--- src/rtl/icache_pkg.sv ---
// icache_pkg: shared line geometry, refill FSM states and sizing helpers.
package icache_pkg;
    localparam int DEF_NUM_BLOCKS = 4;
    localparam int DEF_BLOCK_SIZE = 2;
    localparam int LINE_BITS = 8 * DEF_BLOCK_SIZE * DEF_NUM_BLOCKS;
    localparam int LINE_WORDS = LINE_BITS / 32;
    localparam int CNT_W = $clog2(LINE_WORDS) + 1;
    typedef enum logic [2:0] {IDLE, FILL, RESP, WAIT, PF} state_t;
    function automatic int line_words(input int nb, input int bs);
        return 8 * bs * nb / 32;
    endfunction
endpackage

--- src/rtl/icache_line_asm.sv ---
// icache_line_asm: line assembly register, one 32-bit word written per beat index.
module icache_line_asm
    import icache_pkg::*;
#(
    parameter int WORDS = LINE_WORDS,
    parameter int IDX_W = $clog2(WORDS) + 1
) (
    input  logic               clk,
    input  logic               reset,
    input  logic               clr,
    input  logic               we,
    input  logic [IDX_W-1:0]   idx,
    input  logic [31:0]        wdata,
    output logic [WORDS*32-1:0] line
);
    always_ff @(posedge clk or posedge reset) begin
        if (reset) line <= '0;
        else if (clr) line <= '0;
        else if (we)
            for (int i = 0; i < WORDS; i++)
                if (idx == IDX_W'(i)) line[i*32 +: 32] <= wdata;
    end
endmodule

--- src/rtl/icache_line_fill.sv ---
// icache_line_fill: refills cache lines over a 32-bit bus with a one-entry next-line prefetch buffer.
module icache_line_fill
    import icache_pkg::*;
#(
    parameter int NUM_BLOCKS  = DEF_NUM_BLOCKS,
    parameter int BLOCK_SIZE  = DEF_BLOCK_SIZE,
    parameter int ADDR_STRIDE = NUM_BLOCKS * 4,
    parameter bit PREFETCH_EN = 1'b1
) (
    input  logic                               clk,
    input  logic                               reset,
    input  logic                               line_req_valid,
    input  logic [31:0]                        line_req_addr,
    output logic                               line_req_ready,
    output logic [8*BLOCK_SIZE*NUM_BLOCKS-1:0] line_req_rdata,
    output logic                               mem_valid,
    input  logic                               mem_ready,
    output logic [31:0]                        mem_addr,
    input  logic [31:0]                        mem_rdata
);
    localparam int LW = line_words(NUM_BLOCKS, BLOCK_SIZE);
    localparam int CW = $clog2(LW) + 1;
    localparam logic [CW-1:0] LAST = CW'(LW - 1);

    state_t state;
    logic [31:0] base, pf_addr, pf_target, dem_addr;
    logic [CW-1:0] cnt;
    logic pf_valid, from_buf, aborting, pend, redir;
    logic beat, last, dem_start, pf_start, hit_sel, redir_now;
    logic [LW*32-1:0] dem_line, pf_line;

    assign beat      = mem_valid && mem_ready;
    assign last      = cnt == LAST;
    assign redir_now = line_req_valid && !pend && !redir && line_req_addr != pf_target;
    assign hit_sel   = line_req_valid && (pend || (!redir && line_req_addr == pf_target));
    assign dem_start = (state == IDLE && line_req_valid && !(pf_valid && line_req_addr == pf_addr)) ||
                       (state == PF && beat && (redir || redir_now));
    assign dem_addr  = (state == PF && redir) ? base : line_req_addr;
    assign pf_start  = state == WAIT && !line_req_valid && PREFETCH_EN && !from_buf;

    icache_line_asm #(.WORDS(LW), .IDX_W(CW)) u_dem (
        .clk(clk), .reset(reset), .clr(dem_start), .we(state == FILL && beat),
        .idx(cnt), .wdata(mem_rdata), .line(dem_line)
    );

    icache_line_asm #(.WORDS(LW), .IDX_W(CW)) u_pf (
        .clk(clk), .reset(reset), .clr(pf_start), .we(state == PF && beat),
        .idx(cnt), .wdata(mem_rdata), .line(pf_line)
    );

    always_ff @(posedge clk or posedge reset) begin
        if (reset) begin
            state          <= IDLE;
            line_req_ready <= 1'b0;
            line_req_rdata <= '0;
            mem_valid      <= 1'b0;
            mem_addr       <= '0;
            base           <= '0;
            pf_addr        <= '0;
            pf_target      <= '0;
            cnt            <= '0;
            pf_valid       <= 1'b0;
            from_buf       <= 1'b0;
            aborting       <= 1'b0;
            pend           <= 1'b0;
            redir          <= 1'b0;
        end else begin
            line_req_ready <= 1'b0;
            case (state)
                IDLE: if (line_req_valid) begin
                    from_buf <= 1'b1;
                    state    <= RESP;
                end
                FILL: if (beat) begin
                    if (aborting || !line_req_valid || last) begin
                        mem_valid <= 1'b0;
                        state     <= (aborting || !line_req_valid) ? IDLE : RESP;
                    end else begin
                        mem_addr <= mem_addr + 32'd4;
                        cnt      <= cnt + 1'b1;
                    end
                end else if (!line_req_valid) aborting <= 1'b1;
                RESP: begin
                    line_req_ready <= 1'b1;
                    line_req_rdata <= from_buf ? pf_line : dem_line;
                    state          <= WAIT;
                end
                WAIT: if (!line_req_valid) state <= IDLE;
                PF: if (beat) begin
                    if (!(redir || redir_now) && last) begin
                        mem_valid <= 1'b0;
                        pf_valid  <= 1'b1;
                        pf_addr   <= pf_target;
                        from_buf  <= 1'b1;
                        state     <= hit_sel ? RESP : IDLE;
                    end else if (!(redir || redir_now)) begin
                        mem_addr <= mem_addr + 32'd4;
                        cnt      <= cnt + 1'b1;
                    end
                end else begin
                    pend  <= hit_sel;
                    redir <= redir || redir_now;
                    if (redir_now) base <= line_req_addr;
                end
                default: state <= IDLE;
            endcase
            // demand fills and prefetch starts override the per-state updates above
            if (dem_start) begin
                pf_valid  <= 1'b0;
                from_buf  <= 1'b0;
                base      <= dem_addr;
                mem_valid <= 1'b1;
                mem_addr  <= dem_addr;
                cnt       <= '0;
                aborting  <= 1'b0;
                pend      <= 1'b0;
                redir     <= 1'b0;
                state     <= FILL;
            end
            if (pf_start) begin
                pf_target <= base + 32'(ADDR_STRIDE);
                mem_valid <= 1'b1;
                mem_addr  <= base + 32'(ADDR_STRIDE);
                cnt       <= '0;
                pend      <= 1'b0;
                redir     <= 1'b0;
                state     <= PF;
            end
        end
    end
endmodule

--- config.mk ---
export PLATFORM = sky130hd
export DESIGN_NAME = icache_line_fill
export DESIGN_NICKNAME = d
export VERILOG_FILES = /design/src/rtl/icache_pkg.sv /design/src/rtl/icache_line_asm.sv /design/src/rtl/icache_line_fill.sv
export SDC_FILE = /design/constraint.sdc
export NUM_CORES = 1
export LEC_CHECK = 0
export ABC_CLOCK_PERIOD_IN_PS = 20500
export BUFFER_PORTS_ARGS = -buffer_cell sky130_fd_sc_hd__buf_2
export CORE_ASPECT_RATIO = 0.7
export CORE_UTILIZATION = 63
export CTS_BUF_LIST = sky130_fd_sc_hd__clkbuf_16
export DETAILED_ROUTE_END_ITERATION = 10
export PLACE_DENSITY = 0.95
export SETUP_SLACK_MARGIN = 0.2
export SYNTH_ARGS = -nofsm -noshare
export SYNTH_HDL_FRONTEND = slang
export SYNTH_SLANG_ARGS = --single-unit
--- constraint.sdc ---
create_clock -name clk -period 20.5 [get_ports clk]
set_input_delay 2.05 -clock clk [delete_from_list [all_inputs] [get_ports clk]]
set_output_delay 2.05 -clock clk [all_outputs]
set_load 0.02 [all_outputs]
# ---- Yosys cells after proc, flatten, opt, wreduce, memory -nomap -nowiden
# Index checks and enable logic that the tools add are counted.
# W data, S select, Z words.
dict set report word_totals {
  mem_bits_ro 0
  out_inout_bits 98
  ff_bits 332
  wordCells 166
  latchBits 0
  ram_bits 0
  mem_count 0
}
dict set report classes {
  n_reduce_logical 56
  mul 0
  muxes 66
  shift 0
  div_mod_pow 0
  n_lt_le_gt_ge 0
  n_addsub 3
  n_eq_ne 23
  bitwise_logic 0
}
# cell n
set ops {}
lappend ops {{$mux W32} 14}
lappend ops {{$mux W64} 5}
lappend ops {{$eq A32 B32 Y1} 2}
lappend ops {{$pmux W32 S2} 1}
lappend ops {{$add A32 B3 Y32 const B} 1}
lappend ops {{$add A32 B5 Y32 const B} 1}
lappend ops {{$ne A32 B32 Y1} 1}
lappend ops {{$ne A4 B4 Y1 const B} 7}
lappend ops {{$mux W1} 25}
lappend ops {{$mux W3} 8}
lappend ops {{$reduce_bool A2 Y1} 11}
lappend ops {{$mux W2} 9}
lappend ops {{$logic_and A1 B1 Y1} 16}
lappend ops {{$pmux W3 S5} 1}
lappend ops {{$reduce_and A3 Y1} 4}
lappend ops {{$reduce_and A6 Y1} 2}
lappend ops {{$reduce_and A2 Y1} 5}
lappend ops {{$ne A4 B3 Y1 const B} 2}
lappend ops {{$eq A3 B2 Y1 const B} 2}
lappend ops {{$logic_not A1 Y1} 6}
lappend ops {{$ne A3 B3 Y1 const B} 2}
lappend ops {{$reduce_bool A3 Y1} 2}
lappend ops {{$logic_or A1 B1 Y1} 5}
lappend ops {{$reduce_and A5 Y1} 1}
lappend ops {{other kinds (13)} 15}

# ---- Logic depth before layout (Yosys ltp)
dict set report depth {
  ltp_word 12
  ltp_mapped 13
  ltp_nobuf 9
}

# ---- Hierarchy
# Synthesis repeated with hierarchy kept, for this count alone.
dict set report hier_totals {
  cells_unflattened 1593
  area_unflattened_um2 17023.8
}
# mod cells_per_inst n_inst seq_area_each_um2 area_per_inst_um2
set by_module_without_submodules {}
lappend by_module_without_submodules {icache_line_fill 1103 1 5104.9 11078.1}
lappend by_module_without_submodules {icache_line_asm 245 2 1601.5 2972.9}

# ---- Worst setup path before layout
# No wires, ideal clock.
dict set report synth_timing {
  path_type {in2reg}
  from {input port line_req_valid}
  to {register mem_addr[11]}
  required_time_ps 20374
  stages 10
  setup_ps 126
  path_buffers 3
  path_slack_ps 16339
  arrival_ps 4035
  cell_sequence {clkbuf_1 -> or3b_2 -> a21oi_1 -> a21oi_1 -> nor4_4 -> or3_1 -> buf_2 -> buf_6 -> nand2_1 -> o32a_1}
}
dict set report synth_between {
  elab_chain_len 8
}
# element line
set synth_lines {}
lappend synth_lines {{start, declared} icache_line_fill.sv:12} ;# input logic line_req_valid,
lappend synth_lines {{$logic_and A1 B1 Y1 (3 in a row)} icache_line_fill.sv:34} ;# assign redir_now = line_req_valid && !pend && !redir && line_req_addr != pf_target;
lappend synth_lines {{$logic_or A1 B1 Y1} {icache_line_fill.sv:37, icache_line_fill.sv:90, icache_line_fill.sv:96}}
lappend synth_lines {{$logic_and A1 B1 Y1 or $logic_not A1 Y1 (tied branches)} n/a}
lappend synth_lines {{$logic_or A1 B1 Y1 or $logic_and A1 B1 Y1 (tied branches)} {icache_line_fill.sv:36, icache_line_fill.sv:90}}
lappend synth_lines {{$ne A4 B4 Y1 (no line), or another cell as far along} n/a}
lappend synth_lines {{$reduce_and A6 Y1 (no line) or $mux W32 (tied branches)} n/a}
lappend synth_lines {{end signal, assigned} icache_line_fill.sv:79} ;# mem_addr <= mem_addr + 32'd4;
lappend synth_lines {{end signal, assigned} icache_line_fill.sv:97} ;# mem_addr <= mem_addr + 32'd4;
lappend synth_lines {{end signal, assigned} icache_line_fill.sv:113} ;# mem_addr <= dem_addr;
lappend synth_lines {{end, declared} icache_line_fill.sv:18} ;# output logic [31:0] mem_addr,
# Several ways; a longest one is shown, not always the timed one.
# A chain may end at the register's enable or synchronous reset.

# ---- Worst setup path in the final report
dict set report layout_timing {
  from {input port line_req_addr[11]}
  to {register mem_addr[2]}
}
dict set report layout_between {
  elab_chain_len 7
}
# element line
set layout_lines {}
lappend layout_lines {{start, declared} icache_line_fill.sv:13} ;# input logic [31:0] line_req_addr,
lappend layout_lines {{$eq A32 B32 Y1 or $ne A32 B32 Y1 (tied branches)} {icache_line_fill.sv:36, icache_line_fill.sv:34}}
lappend layout_lines {{$logic_and A1 B1 Y1 (on tied branches)} {icache_line_fill.sv:36, icache_line_fill.sv:34}}
lappend layout_lines {{$logic_not A1 Y1 or $logic_or A1 B1 Y1 (tied branches)} n/a}
lappend layout_lines {{$logic_and A1 B1 Y1, or another cell as far along} icache_line_fill.sv:36} ;# assign dem_start = (state == IDLE && line_req_valid && !(pf_valid && line_req_addr == pf_addr)) ||
lappend layout_lines {{$logic_or A1 B1 Y1 or $logic_and A1 B1 Y1 (tied branches)} {icache_line_fill.sv:36, icache_line_fill.sv:90}}
lappend layout_lines {{$ne A4 B4 Y1 (no line), or another cell as far along} n/a}
lappend layout_lines {{$reduce_and A6 Y1 (no line) or $mux W32 (tied branches)} n/a}
# Several ways; a longest one is shown, not always the timed one.

==> results.py <==
metrics = {
    "clocking": {
        "cts_tree": "done",
        "cts_buffers": 31,
        "clock-root-buffer": "clkbuf_16",
        "clock-sinks": 332,
        "post_cts_resized": 0,
        "clock_latency_ns": 0.57,
        "h-tree-depth": 1,
        "post_cts_buffers": 0,
        "ctsHoldBuffers": 0,
        "clock_tree.buffer_depth": 3,
        "clk_pin_slew_ns": 0.06,
    },
    "global_routing": {
        "grt_pass1_wl_um": 70100,
        "antenna_found_initial": 3,
        "grt_overflow": 0,
        "grt.total_usage_pct": 35.9,
        "grt_max_degree": 192,
        "first_global_vias": 12200,
    },
    "sta": {
        "maxSlewViolCount": 0,
        "min_period_ns": 5.00,
        "rsz0062_at_grt": "false",
        "worst_pin_slew_ns": 1.30,
        "relSlewSlack_pct": 12.9,
        "period_share_pct": 24.4,
        "fmax_mhz": 200,
        "setup_violations": 0,
        "finalSetupTns_ns": 0,
        "hold_viol": 0,
        "fin_ws_ns": 15.50,
        "skew_ns": 0.0194,
    },
    "final_layout": {
        "syn_to_final_growth_pct": 13.0,
        "num-nets-final": 1780,
        "drive_above_1_share_pct": 18.5,
        "num-fill-cells": 1713,
    },
    "yosys": {
        "syn_area_mm2": 0.0158,
        "ys.flop_type": "dfrtp_1",
        "yosysTopAreaCellShare_pct": 52.6,
        "synth_area_leaders": "dfrtp_1, nand2_1, mux2i_1",
        "ys_seq_elements": 332,
        "yosysMostFrequentCell": "dfrtp_1",
        "synth_area_leader_cell": "dfrtp_1",
        "synth_common_cells": "dfrtp_1, nand2_1, nor2_1",
        "yosysSeqAreaShare_pct": 52.6,
        "synth-async-reset-ratio_pct": 100,
        "synth_area_per_cell_um2": 9.91,
        "synth_warnings": 0,
        "synth-edff-count": 0,
        "synthCells": 1593,
        "synth_nets": 1665,
        "yosysUniqueCellTypes": 59,
    },
    "place": {
        "io_buffers": 165,
        "post-dp-hpwl_um": 30100,
        "place_ws_ns": 15.02,
        "place.gp.congestion": 0.979,
    },
    "power_and_ir_drop": {
        "clkPwrFrac_pct": 21.0,
        "seqPwrFrac_pct": 40.3,
        "p_comb_share_pct": 38.7,
        "p_sw_share_pct": 41.1,
        "peakVddDrop_uv": 119,
        "p_leak_nw": 8.16,
        "power_density_mw_per_mm2": 161,
        "internal_power_mw": 1.69,
        "p_sw_mw": 1.18,
    },
    "setup_path": {
        "worst_ep_arrival_time_ns": 5.46,
        "worstPathCellList": "buf_2 > xnor2_1 > nand4_1 > nor4_4 > nand2_2 > a21bo_1 > nor2_4 > buf_4 > nor2_1 > a221o_1",
        "critPathBufInv": 2,
        "critPathKind": "input pin to flop",
        "required_ns": 20.96,
        "cp_slowest_cell": "nor2_4",
        "end_kind": "flop",
        "start_kind": "input pin",
        "cp_max_fo": 29,
        "cp_top_family": "simple AND/OR/NAND/NOR gates",
        "slowest_delay_ns": 0.65,
    },
    "routing": {
        "viasPerCell": 6.19,
        "wl_per_cell_um": 22.0,
        "drc_errors": 1,
        "drt_wl_total_um": 45400,
        "vias": 12800,
        "drtAntennaViolNets": 0,
        "dr.pass1.iters": 8,
        "drt_iter0_drc": 1501,
    },
    "floorplanning": {
        "dieHeight_um": 134,
        "io_pins": 166,
        "die_area_mm2": 0.0257,
        "dieWidth_um": 191,
        "initial_core_util_pct": 64.1,
        "core_mm2": 0.0246,
        "rows": 48,
    },
    "status": {
        "status": "finished, violations left",
        "violations": "design-rule violations",
    },
    "run": {
        "max_cap_violations": 0,
    },
    "hold_path": {
        "hold_path.class": "flop to flop",
    },
}
==> through the flow <==
step	total power [mW]	instances	cell area (um2)	util, %	hold slack [ns]
floorplan	1.89	1593	15800	-	0.446
global placement	2.18	2000	16800	68.1	0.460
detailed placement	2.24	2000	16800	68.1	0.470
CTS	2.85	2058	17800	72.4	0.485
global route	3.02	2060	17800	72.4	0.499
finish	2.87	2060	17800	72.4	0.482
==> final timing paths <==
path,start,cells past startpoint,slack [ns],end
worst max-delay path,line_req_addr[11],10,15.50,mem_addr[2]
worst min-delay path,u_dem.line[26],2,0.48,u_dem.line[26]
worst max register to register,state[2],7,16.58,state[1]
worst min register to register,u_dem.line[26],2,0.48,u_dem.line[26]
max in group asynchronous,reset,3,17.16,from_buf
min in group asynchronous,reset,2,1.67,line_req_rdata[26]
==> final cells by class <==
class | count | area [um2] | share of cell area (%)
Clock buffer | 31 | 776 | 4.35
Tap cell | 325 | 407 | 2.28
Inverter | 11 | 48.8 | 0.274
Timing Repair Buffer | 180 | 951 | 5.33
Antenna cell | 2 | 5.00 | 0.0281
Clock inverter | 27 | 284 | 1.59
Sequential cell | 332 | 8310 | 46.6
Multi-Input combinational cell | 1152 | 7060 | 39.6
==> logic make-up after synthesis <==
kind of cell / Yosys count / synth area share (%)
xor+xnor: 116 / 6.44
compound gates: 287 / 11.0
flops: 332 / 52.6
mux: 160 / 10.7
simple gates: 585 / 16.0
fa+ha+maj: 4 / 0.317
buf+inv: 109 / 2.91
==> layer usage <==
layer / vias to the layer above / part of all wire, % / routed length (um) / track usage [%]
met4: 2 / 2.0 / 913 / 7.85
met3: 66 / 13 / 6090 / 14.5
met1: 6308 / 43 / 19300 / 52.9
li1: 5708 / - / - / -
met2: 676 / 42 / 19000 / 49.7
met5: - / 0.029 / 13 / 0
==> cell usage in the layout (no fill, tap or decap), types with 22 or more instances in the layout <==
cell type	netlist	final
buf_2	22	165
nand3_1	31	31
nand4_1	32	32
mux2_2	69	69
o21ai_0	100	100
mux2i_1	91	91
nor3_1	23	22
nand2_1	328	327
xor2_1	37	37
xnor2_1	79	79
dfrtp_1	332	331
a21oi_1	108	108
nor2_1	124	121
clkbuf_16	0	31
==> flip-flops by register name (all words and copies together) (netlist names), 2 cells and up <==
signal,cells
u_dem.line,64
u_pf.line,64
mem_addr,32
pf_target,32
line_req_rdata,64
state,3
base,32
cnt,2
pf_addr,32
==> tightest hold or removal path, stage by stage (launching register included) <==
cell     delay (ns)
dfrtp_1        0.34
nand2_1        0.05
o21ai_0        0.06
==> power by group through the flow <==
| stage | Combinational (mW) | Clock, mW | Sequential, mW |
|---|---|---|---|
| 5_1_grt | 1.21 | 0.632 | 1.18 |
| 3_3_place_gp | 1.05 | 0 | 1.14 |
| 3_5_place_dp | 1.09 | 0 | 1.15 |
| 2_1_floorplan | 0.694 | 0 | 1.20 |
| 4_1_cts | 1.10 | 0.607 | 1.15 |
| 6_report | 1.11 | 0.603 | 1.16 |
Power figures use the tool's default switching activity.
